[src/rtl/multicycle_sequencer.sv]
// multicycle_sequencer: multi-cycle ARM-style control FSM (fetch/decode/memory/execute/branch)
// Rev 1.0 - initial release
`default_nettype none

module multicycle_sequencer (
  input  logic       clk,
  input  logic       reset_n,
  input  logic [1:0] Op,
  input  logic [5:0] Funct,
  input  logic [3:0] Rd,
  input  logic       MemReady,
  output logic       MemReq,
  output logic       AdrSrc,
  output logic       IRWrite,
  output logic       NextPC,
  output logic       ALUSrcA,
  output logic [1:0] ALUSrcB,
  output logic [1:0] ResultSrc,
  output logic       RegW,
  output logic       MemW,
  output logic       Branch,
  output logic       ALUOp,
  output logic       PCS,
  output logic       InstrDone
);

  typedef enum logic [3:0] {
    S_FETCH  = 4'd0,
    S_DECODE = 4'd1,
    S_MEMADR = 4'd2,
    S_MEMRD  = 4'd3,
    S_MEMWB  = 4'd4,
    S_MEMWR  = 4'd5,
    S_EXECR  = 4'd6,
    S_EXECI  = 4'd7,
    S_ALUWB  = 4'd8,
    S_BRANCH = 4'd9
  } state_t;

  state_t     state_q, state_d;
  logic [3:0] rd_q, rd_d;

  // Only the immediate flag and the L bit steer the sequence; the opcode field is decoded elsewhere.
  logic unused_funct;
  assign unused_funct = ^Funct[4:1];

  always_comb begin
    state_d = state_q;
    rd_d    = rd_q;
    case (state_q)
      S_FETCH:  if (MemReady) state_d = S_DECODE;
      S_DECODE: begin
        rd_d = Rd;
        case (Op)
          2'b00:   state_d = Funct[5] ? S_EXECI : S_EXECR;
          2'b01:   state_d = S_MEMADR;
          2'b10:   state_d = S_BRANCH;
          default: state_d = S_FETCH;
        endcase
      end
      S_MEMADR: state_d = Funct[0] ? S_MEMRD : S_MEMWR;
      S_MEMRD:  if (MemReady) state_d = S_MEMWB;
      S_MEMWB:  state_d = S_FETCH;
      S_MEMWR:  if (MemReady) state_d = S_FETCH;
      S_EXECR:  state_d = S_ALUWB;
      S_EXECI:  state_d = S_ALUWB;
      S_ALUWB:  state_d = S_FETCH;
      S_BRANCH: state_d = S_FETCH;
      default:  state_d = S_FETCH;
    endcase
  end

  always_ff @(posedge clk) begin
    if (!reset_n) begin
      state_q <= S_FETCH;
      rd_q    <= 4'd0;
    end else begin
      state_q <= state_d;
      rd_q    <= rd_d;
    end
  end

  always_comb begin
    MemReq    = 1'b0;
    AdrSrc    = 1'b0;
    IRWrite   = 1'b0;
    NextPC    = 1'b0;
    ALUSrcA   = 1'b0;
    ALUSrcB   = 2'b00;
    ResultSrc = 2'b00;
    RegW      = 1'b0;
    MemW      = 1'b0;
    Branch    = 1'b0;
    ALUOp     = 1'b0;
    InstrDone = 1'b0;
    case (state_q)
      S_FETCH: begin
        MemReq    = 1'b1;
        ALUSrcA   = 1'b1;
        ALUSrcB   = 2'b10;
        ResultSrc = 2'b10;
        IRWrite   = MemReady;
        NextPC    = MemReady;
      end
      S_DECODE: begin
        ALUSrcA   = 1'b1;
        ALUSrcB   = 2'b10;
        ResultSrc = 2'b10;
        InstrDone = (Op == 2'b11);
      end
      S_MEMADR: ALUSrcB = 2'b01;
      S_MEMRD: begin
        MemReq = 1'b1;
        AdrSrc = 1'b1;
      end
      S_MEMWB: begin
        ResultSrc = 2'b01;
        RegW      = 1'b1;
        InstrDone = 1'b1;
      end
      S_MEMWR: begin
        MemReq    = 1'b1;
        AdrSrc    = 1'b1;
        MemW      = 1'b1;
        InstrDone = MemReady;
      end
      S_EXECR: ALUOp = 1'b1;
      S_EXECI: begin
        ALUSrcB = 2'b01;
        ALUOp   = 1'b1;
      end
      S_ALUWB: begin
        RegW      = 1'b1;
        InstrDone = 1'b1;
      end
      S_BRANCH: begin
        ALUSrcB   = 2'b01;
        ResultSrc = 2'b10;
        Branch    = 1'b1;
        InstrDone = 1'b1;
      end
      default: ;
    endcase
    // Rd is taken from the DECODE-cycle copy so later field changes cannot redirect a write to PC.
    PCS = ((rd_q == 4'hF) & RegW) | Branch;
    if (!reset_n) begin
      MemReq    = 1'b0;
      IRWrite   = 1'b0;
      NextPC    = 1'b0;
      RegW      = 1'b0;
      MemW      = 1'b0;
      Branch    = 1'b0;
      ALUOp     = 1'b0;
      PCS       = 1'b0;
      InstrDone = 1'b0;
    end
  end

endmodule

`default_nettype wire
[config.mk]
export PLATFORM = sky130hd
export DESIGN_NAME = multicycle_sequencer
export DESIGN_NICKNAME = d
export VERILOG_FILES = /design/src/rtl/multicycle_sequencer.sv
export SDC_FILE = /design/constraint.sdc
export NUM_CORES = 1
export LEC_CHECK = 0
export CAP_MARGIN = 25
export CORE_MARGIN = 3
export CORE_UTILIZATION = 39
export DETAILED_ROUTE_END_ITERATION = 8
export PLACE_DENSITY = 0.79
export REMOVE_ABC_BUFFERS = 1
export SLEW_MARGIN = 0
export SYNTH_ARGS = -nofsm -noshare
export SYNTH_HDL_FRONTEND = slang
export SYNTH_SLANG_ARGS = --single-unit
[constraint.sdc]
create_clock -name clk -period 1.4 [get_ports clk]
set_clock_uncertainty 0.05 [all_clocks]
set_input_delay 0.14 -clock clk [delete_from_list [all_inputs] [get_ports clk]]
set_output_delay 0.14 -clock clk [all_outputs]
set_load 0.02 [all_outputs]
==> flow_summary.toml <==
[detailed_routing]
detail_route.first_pass.iterations = 4
wl_per_cell_um = 16.5
drt_wl_total_mm = 2.29
drc = 0
drtIter0Drc = 22
antenna_left = 0
via_per_inst = 5.54
vias = 770

[finish]
mostFrequentLayoutCell = "buf_4"
final_cell_mix = "buf_4 (26), clkdlybuf4s50_1 (10), buf_2 (9)"
antennaDiodeCount = 0
nets = 141
multi_input_area_um2 = 480
utilization_pct = 79.3
fillers = 87
drive_above_1_share_pct = 54.0
area_delta_synth_final_pct = 77.8
regArea_um2 = 173

[hold_path]
min_path_type = "in -> reg"

[floorplanning]
start_util_pct = 44.6
placement_rows = 13
core_area_um2 = 1400
die_y_um = 46.0
num_io_pins = 30
die_w_um = 46.0
dieArea_um2 = 2120

[placement]
pre_cts_ws_ns = -0.502
place_congestion = 0.867
portBuffers = 25
post-dp-hpwl_mm = 1.57

[global_route]
grt_pass1_vias = 710
grt_pass1_wl_mm = 3.53
antenna_found_initial = 0
overflow = 0
grt_max_degree = 11
grt_use_total_pct = 23.8

[yosys]
netlist_area_um2 = 624
ys_warn_count = 0
synth.avg_cell_area_um2 = 8.00
synth-seq-cells = 8
postSynthCellCount = 78
ys_types = 33
yosysSeqAreaShare_pct = 25.7

[flow_run]
drv_cap = 0

[sta]
fmax_mhz = 632
post-route-worst-setup-slack_ns = -0.181
relSlewSlack_pct = 81.0
hold_viol = 0
grt_setup_unrepaired = "yes"
final.period_utilization_pct = 113
setup_violations = 11
worst_pin_slew_ns = 0.282
drv_slew = 0
finalCriticalPeriod_ns = 1.58

[clock_tree]
clk_latency_ns = 0.27
cts-root-buf = "clkbuf_4"
clk_pin_slew_ns = 0.06
htree_levels = 1
cts_tree = "yes"
clockBufferDepth = 2
numCtsBuffers = 3
holdBufCountCts = 0
cts.sinks = 8

[status]
outcome = "complete, but fails checks"
violations = "setup timing"

[power]
p_leak_nw = 0.485
power_density_nw_per_um2 = 684
ir_worst_vdd_v = 0.000525

[worst_setup_path]
arrival_ns = 1.39
cpMaxStageDelayCell = "dfxtp_4"
criticalPathCategory = "reg -> out"
endpoint_kind = "output pin"
cp_data_required_time_ns = 1.21
path_max_fanout = 7
critPathLaunchType = "flop"
path_cells = "nand2b_2, buf_4, o32ai_1, buf_2"
slowest_delay_ns = 0.37
[Yosys cell counts, drive strengths merged]
cell type / n / share of area, %
mux2i: 5 / 8.0
and4: 1 / 1.4
o32ai: 2 / 2.8
a211oi: 1 / 1.2
nand2: 2 / 1.2
dfxtp: 8 / 26
a21o: 1 / 1.2
a31oi: 1 / 1.0
nand2b: 5 / 6.2
nor3b: 1 / 1.2
mux2: 1 / 1.8
inv: 2 / 1.2
nor2: 9 / 5.4
clkbuf: 3 / 2.0
o21ai: 2 / 1.6
buf: 5 / 5.4
xnor2: 1 / 1.4
and3: 3 / 3.0
nor4b: 1 / 1.4
nor3: 5 / 5.8
o21a: 1 / 1.2
o22a: 1 / 1.4
o311ai: 1 / 1.4
or4: 1 / 1.8
a21oi: 6 / 5.4
nor2b: 7 / 7.0
xor2: 2 / 2.8
[kinds of logic after synthesis]
kind of cell           count (synthesis)  share of synthesized area (%)
flip-flops                             8                           25.7
XOR/XNOR                               3                           4.21
AND/OR/NAND/NOR                       35                           34.5
multiplexers                           6                           9.82
buffers and inverters                 10                           8.62
AO/OA/AOI/OAI                         16                           17.2
[worst paths after layout]
check / start / end / slack [ns] / cells after the start
setup / recovery: state_q[2] / ALUSrcB[0] / -0.18 / 4
hold / removal: Rd[0] / rd_q[0] / 0.47 / 3
setup reg to reg: state_q[1] / state_q[0] / 0.02 / 4
hold reg to reg: rd_q[3] / rd_q[3] / 0.48 / 2
[state kept, by name (all words and copies together) (netlist names)]
| name | cells |
|---|---|
| state_q | 4 |
| rd_q | 4 |
[report_power, final]
| group | switching [mW] | internal (mW) | total (mW) | leakage, nW |
|---|---|---|---|---|
| logic | 0.144 | 0.168 | 0.312 | 0.403 |
| clock network | 0.0844 | 0.0985 | 0.183 | 0.0138 |
| registers | 0.0242 | 0.241 | 0.265 | 0.0679 |
[area by class of cell]
cell class	instances	area share [%]
Multi-Input combinational cell	60	43.3
Timing Repair Buffer	51	36.8
Sequential cell	8	15.6
Clock buffer	3	2.03
Tap cell	15	1.69
Inverter	2	0.676
[repair_timing]
action                     in CTS  in global routing
setup endpoints to repair      16                 20
resized for setup              93                 11
pin swaps                       3                  5
buffers inserted                2                  0
[worst max-delay path: cells and delay by family, from the launching register on]
kind | cells | cell delay [ns]
compound gates | 1 | 0.11
buf+inv | 2 | 0.38
flops | 1 | 0.37
simple gates | 1 | 0.26
[per-layer routing]
metal	global-route usage, %	share of wire (%)	up-vias
met4	6.82	2.3	0
met5	0	0	-
met2	41.5	51	29
met3	4.74	4.8	8
li1	-	-	368
met1	29.0	42	365
[through the flow]
| step | cells | cell area, um2 | total power, mW | hold slack, ns | setup TNS (ns) |
|---|---|---|---|---|---|
| finish | 139 | 1110 | 0.760 | 0.469 | -1.02 |
| global route | 139 | 1110 | 0.795 | 0.485 | -1.72 |
| CTS | 140 | 1070 | 0.741 | 0.455 | -0.822 |
| detailed placement | 135 | 1030 | 0.557 | 0.453 | -5.69 |
| global placement | 135 | 1030 | 0.547 | 0.445 | -5.31 |
| floorplan | 70 | 578 | 0.390 | 0.208 | -0.574 |
Power figures use the tool's default switching activity.
